<file path="src/rtl/shift_register_univ.sv">
// Universal shift register: hold / shift right / shift left / parallel load,
// with synchronous clear, clock enable, saturating shift counter and a
// one-cycle done pulse when a full word has been shifted since the last load.
// Optional macro SHIFT_REGISTER_ROTATE_EN adds input rot: shifts recirculate
// the outgoing bit instead of taking sin_r / sin_l.
module shift_register_univ #(
  parameter int               WIDTH = 8,
  parameter logic [WIDTH-1:0] INIT  = '0
) (
  input  logic                       ck,
  input  logic                       reset,
  input  logic                       en,
  input  logic                       clr,
  input  logic [1:0]                 mode,
  input  logic [WIDTH-1:0]           d,
  input  logic                       sin_r,
  input  logic                       sin_l,
`ifdef SHIFT_REGISTER_ROTATE_EN
  input  logic                       rot,
`endif
  output logic [WIDTH-1:0]           q,
  output logic                       sout_r,
  output logic                       sout_l,
  output logic [$clog2(WIDTH+1)-1:0] cnt,
  output logic                       done
);

  localparam int             CW       = $clog2(WIDTH + 1);
  localparam logic [CW-1:0]  CNT_FULL = CW'(WIDTH);
  localparam logic [CW-1:0]  CNT_LAST = CW'(WIDTH - 1);

  localparam logic [1:0] MODE_HOLD  = 2'b00;
  localparam logic [1:0] MODE_RIGHT = 2'b01;
  localparam logic [1:0] MODE_LEFT  = 2'b10;
  localparam logic [1:0] MODE_LOAD  = 2'b11;

  logic fill_r;
  logic fill_l;

  // Select the bit entering each end on a shift (serial input or recirculated bit)
  always_comb begin
    fill_r = sin_r;
    fill_l = sin_l;
`ifdef SHIFT_REGISTER_ROTATE_EN
    if (rot) begin
      fill_r = q[0];
      fill_l = q[WIDTH-1];
    end
`endif
  end

  // Register, counter and done pulse; clear beats enable, enable beats mode
  always_ff @(posedge ck or negedge reset) begin
    if (!reset) begin
      q    <= INIT;
      cnt  <= '0;
      done <= 1'b0;
    end else begin
      done <= 1'b0;
      if (clr) begin
        q   <= INIT;
        cnt <= '0;
      end else if (en) begin
        unique case (mode)
          MODE_HOLD: ;
          MODE_RIGHT: begin
            q    <= {fill_r, q[WIDTH-1:1]};
            // done fires only on the WIDTH-1 -> WIDTH transition, so a
            // saturated counter never re-pulses
            done <= (cnt == CNT_LAST);
            if (cnt != CNT_FULL) cnt <= cnt + 1'b1;
          end
          MODE_LEFT: begin
            q    <= {q[WIDTH-2:0], fill_l};
            done <= (cnt == CNT_LAST);
            if (cnt != CNT_FULL) cnt <= cnt + 1'b1;
          end
          MODE_LOAD: begin
            q   <= d;
            cnt <= '0;
          end
          default: ;
        endcase
      end
    end
  end

  assign sout_r = q[0];
  assign sout_l = q[WIDTH-1];

endmodule

</file>
<file path="config.mk">
export PLATFORM = sky130hd
export DESIGN_NAME = shift_register_univ
export DESIGN_NICKNAME = d
export VERILOG_FILES = /design/src/rtl/shift_register_univ.sv
export SDC_FILE = /design/constraint.sdc
export NUM_CORES = 1
export LEC_CHECK = 0
export CAP_MARGIN = 5
export CORE_UTILIZATION = 40
export DETAILED_ROUTE_END_ITERATION = 10
export PLACE_DENSITY = 0.8
export SYNTH_ARGS = -nofsm -noshare
export SYNTH_HDL_FRONTEND = slang
export SYNTH_SLANG_ARGS = --single-unit
</file>
<file path="constraint.sdc">
create_clock -name ck -period 3.6 [get_ports ck]
set_input_delay 0.36 -clock ck [delete_from_list [all_inputs] [get_ports ck]]
set_output_delay 0.36 -clock ck [all_outputs]
set_load 0.02 [all_outputs]
</file>
==> out/metrics.cfg, run 1 <==
[sta]
hold_viol=0
fin_setup_tns_ns=0
maxSlewViolCount=0
worst_pin_slew_ns=0.611
fin_skew_ns=0.00664
finalCriticalPeriod_ns=2.16
relSlewSlack=0.592
hold_slack_ns=0.459
rsz0062_at_grt=false
setup-violations-final=0
fin_crit_sh=0.600
fmax_mhz=463

[critical_path]
cp_slowest_stage_delay_ns=0.42
crit-reg2reg-launch=cnt[2]
path_max_fanout=13
critical_path_arrival_ns=2.33
endpoint_kind=flop
crit_buf_inv=1
start_kind=input port
cpLargestDelayFamily=compound AO/OA/AOI/OAI gates
cpMaxStageDelayCell=clkdlybuf4s50_1
crit_type=input port to flop
crit_start=mode[0]
cp.required_ns=3.77
worstPathCellList=clkdlybuf4s50_1 > ha_1 > nand2b_1 > a21oi_2 > a21o_2 > mux2_4

[floorplanning]
dieArea_sq_mm=0.00207
ios=31
coreArea_sq_mm=0.00175
row_count=15
initial_utilization=0.434
die_h_microns=45.5
fp.dieW_microns=45.5

[layout]
multi_input_area_sq_um=390
drive_above_1_share=0.0748
area_growth_pct=43.3
fin_util=0.622
final_nets=128
regArea_sq_um=325
fin_cells=132
insertedDiodeCount=0
fillers=147

[clock_network]
cts_buffers=3
clk_pin_slew_ns=0.09
clock_path_buffers=2
clock-root-buffer=clkbuf_4
cts_tree=yes
cts_resized=0
ctsHoldBuffers=0
htreeDepth=1
post_cts_buffers=0
clock_sinks=13
clkLatencyLatePin_ns=0.28

[detailed_routing]
drtIter0Drc=14
remaining_drc_errors=0
vias_per_cell=5.52
routed_wl_microns=1830
ant_nets=0
vias=729
wire_per_inst_microns=13.8
first_pass_iters=4

[power_and_ir_drop]
power_frac_seq=0.470
p_int_mw=0.244
leakagePower_nw=0.457
p_comb_frac=0.265
swShare=0.300
ir_drop_mv=0.196
switchingPower_mw=0.105
power_frac_clock=0.265
power.total_mw=0.348
powerDensity_mw_per_mm2=321

[synth]
synth-edff-count=0
synth_top_area_frac=0.430
synth_simple_gate_area_frac=0.170
synthAdderAreaFrac=0.0661
synth_top_family_by_area=compound AO/OA/AOI/OAI gates
syn_nets=98
synth_xor_area_frac=0
yosysMostFrequentCell=dfrtp_1
ys_top_cells_by_count=dfrtp_1, o21ai_1, nand2_1
synth_cell_types=22
synth_flop_cell=dfrtp_1
synth_compound_area_frac=0.246
syn_inst=78
syn_avg_cell_area_sq_um=9.70
yosys_warnings=0
synth-seq-cells=13
syn-cell-area_sq_um=757
synth-seq-area-share=0.430
async_flop_share=1.00
synth_area_leader_cell=dfrtp_1
synthMuxAreaShare=0.0331
synth_area_leaders=dfrtp_1, a22o_1, ha_1

[status]
status=finished, final reports clean

[grt]
track_usage=0.186
grt_pass1_vias=633
antenna_found_initial=0
grt_pass1_wl_microns=2750
grt_overflow=0
grt_max_degree=14

[min_path]
hold_class=input port to asynchronous set/reset pin

[placed_design]
gp_congestion=0.808
dpl.cell_count=128
place_hpwl_microns=1270
portBuffers=30

[flow_run]
maxCapViolations=0

## power groups by stage
stage	logic, mW	registers [mW]	clock network (mW)
final	0.0924	0.164	0.0921
after global routing	0.101	0.165	0.101
after CTS	0.0927	0.163	0.0959
after detailed placement	0.0921	0.166	0
after global placement	0.0911	0.166	0
after floorplan	0.0402	0.174	0
## layout make-up
class	instances	share of cell area
Timing Repair Buffer	30	0.277
Sequential cell	13	0.300
Inverter	3	0.0104
Multi-Input combinational cell	57	0.360
Clock buffer	4	0.0242
Tap cell	25	0.0288
## sequential cells by signal, indices dropped and copies added (netlist names)
name and count:
done 1, q 8, cnt 4
## cell usage in the layout, fill, tap and decap left out
cell type,count
a211o_1,1
a21o_2,1
a21oi_1,8
a21oi_2,1
a22o_1,8
and3_1,2
clkbuf_1,1
clkbuf_4,3
clkdlybuf4s50_1,30
dfrtp_1,13
ha_1,4
inv_1,3
mux2_4,1
mux2i_1,1
nand2_1,9
nand2b_1,1
nand3_1,1
nand3b_1,2
nor2_1,2
nor3_1,2
nor4b_1,1
nor4b_2,2
o21ai_1,10
## final timing paths
kind,end,slack (ns),depth (start not counted)
worst min-delay path,q[2],0.46,1
min in group ck,q[0],0.56,2
worst max register to register,cnt[0],2.23,3
worst max-delay path,cnt[0],1.44,6
max in group asynchronous,cnt[1],2.74,1
worst min register to register,q[0],0.56,2
## stage by stage
step	setup WS, ns	area, sq um
after floorplan	2.09	757
after global placement	1.20	1060
after detailed placement	1.16	1060
after CTS	1.45	1080
after global routing	1.34	1080
final	1.44	1080
## layer usage
metal	vias up	global-route usage	routed length, microns
met2	44	0.297	837
li1	342	-	-
met3	2	0.0437	173
met4	0	0.109	10
met5	-	0	0
met1	341	0.225	803
## cells by family after synthesis
family	count (synthesis)
buffers and inverters	8
flip-flops	13
AO/OA/AOI/OAI	29
adder cells (fa/ha/maj)	4
multiplexers	2
AND/OR/NAND/NOR	22
No activity file was read; power rests on OpenSTA's default activity.
==> inputs of run 2 (changes only) <==
==> constraint.sdc (replaced) <==
create_clock -name ck -period 2.01 [get_ports ck]
set_input_delay 0.201 -clock ck [delete_from_list [all_inputs] [get_ports ck]]
set_output_delay 0.201 -clock ck [all_outputs]
set_load 0.02 [all_outputs]
==> out/metrics.cfg, run 2 (synthesis gave the netlist of run 1 again) <==
[sta]
layout_setup_ws_ns=0.337
fmax_mhz=598
hold_viol=0
worst_pin_slew_ns=0.582
relSlewSlack=0.611
maxSlewViolCount=0
fin_skew_ns=0.00246
finalCriticalPeriod_ns=1.67
fin_crit_sh=0.832
fin_setup_tns_ns=0
rsz0062_at_grt=false
setup-violations-final=0

[status]
status=finished, final reports clean

[critical_path]
cp_slowest_stage_delay_ns=0.48
start_kind=input port
critical_path_arrival_ns=1.83
r2r_cells=3
crit_cells=6
cp.required_ns=2.17
path_max_fanout=4
rrSetupSlack_ns=0.64
cpLargestDelayFamily=buffers and inverters
endpoint_kind=flop
worstPathCellList=clkdlybuf4s50_1 > inv_1 > ha_1 > nor4b_2 > a21o_2 > mux2_4
crit_buf_inv=2
crit-reg2reg-launch=cnt[2]
r2r-end=cnt[0]
cpMaxStageDelayCell=clkdlybuf4s50_1
crit_type=input port to flop

[placed_design]
portBuffers=30
gp_congestion=0.776
place_hpwl_microns=1340
dp_slack_ns=0.0514
dpl.cell_count=132

[power_and_ir_drop]
ir_drop_mv=0.337
p_comb_frac=0.281
switchingPower_mw=0.182
swShare=0.291
power_frac_seq=0.467
leakagePower_nw=0.477
p_int_mw=0.444
power_frac_clock=0.252
powerDensity_mw_per_mm2=562

[detailed_routing]
routed_wl_microns=1770
vias=720
vias_per_cell=5.29
drtIter0Drc=16
wire_per_inst_microns=13.0
first_pass_iters=4
remaining_drc_errors=0
ant_nets=0

[grt]
grt_overflow=0
use_met1=0.229
met2_usage=0.314
grt_busiest_layer=met2
grt_pass1_wl_microns=2790
antenna_found_initial=0
grt_use_met3=0.0317
grt_max_degree=14
grt_pass1_vias=676
track_usage=0.183

[min_path]
hold_class=input port to asynchronous set/reset pin

[layout]
drive_above_1_share=0.108
area_growth_pct=47.3
top_register=q
final_common_cell=clkdlybuf4s50_1
layout_common_cells=clkdlybuf4s50_1, dfrtp_1, o21ai_1, nand2_1
fin_cells=136
insertedDiodeCount=0
fillers=151
final_nets=132
reg_top3=q (8), cnt (4), done (1)
largest_register_ffs=8

[clock_network]
cts_buffers=3
clock_path_buffers=2
ctsHoldBuffers=0
post_cts_buffers=0
clock_sinks=13
cts_tree=yes
cts_resized=0
clkLatencyLatePin_ns=0.27
clk_pin_slew_ns=0.08
htreeDepth=1
clock-root-buffer=clkbuf_4

[floorplanning]
ios=31
fp.dieW_microns=45.5
dieArea_sq_mm=0.00207
die_h_microns=45.5
row_count=15
initial_utilization=0.434
coreArea_sq_mm=0.00175

[flow_run]
maxCapViolations=0

## run 2: worst max path at each step
stage | slack, ns | end | from
finish | 0.34 | cnt[0] | mode[0]
global route | 0.33 | cnt[0] | mode[0]
CTS | 0.35 | cnt[0] | mode[0]
detailed placement | 0.05 | cnt[0] | mode[0]
global placement | 0.13 | cnt[0] | mode[0]
floorplan | 0.63 | cnt[0] | cnt[0]
## run 2: layout make-up
cell class	count	area [sq um]	area share
multi-input combinational	57	390	0.350
clock buffer	4	26.3	0.0236
inverter	3	11.3	0.0101
timing repair buffer	34	330	0.296
sequential	13	325	0.292
tap	25	31.3	0.0281
## run 2: metrics by stage
step,hold slack [ns],cell area (sq um),power (mW),utilization
finish,0.298,1110,0.626,0.639
global route,0.340,1110,0.664,0.639
CTS,0.316,1110,0.634,0.639
detailed placement,0.534,1090,0.473,0.624
global placement,0.522,1090,0.468,0.624
floorplan,-0.0946,757,0.383,-
## run 2: routing by layer
metal,wire [microns],up-vias
met5,0,-
met4,0,0
met3,149,0
met2,843,34
met1,773,335
li1,-,351
## run 2: power by group through the flow
stage / clock network (mW) / registers [mW] / logic, mW
4_1_cts: 0.165 / 0.293 / 0.177
3_5_place_dp: 0 / 0.297 / 0.176
3_3_place_gp: 0 / 0.296 / 0.172
6_report: 0.158 / 0.292 / 0.176
5_1_grt: 0.181 / 0.295 / 0.189
2_1_floorplan: 0 / 0.311 / 0.0720
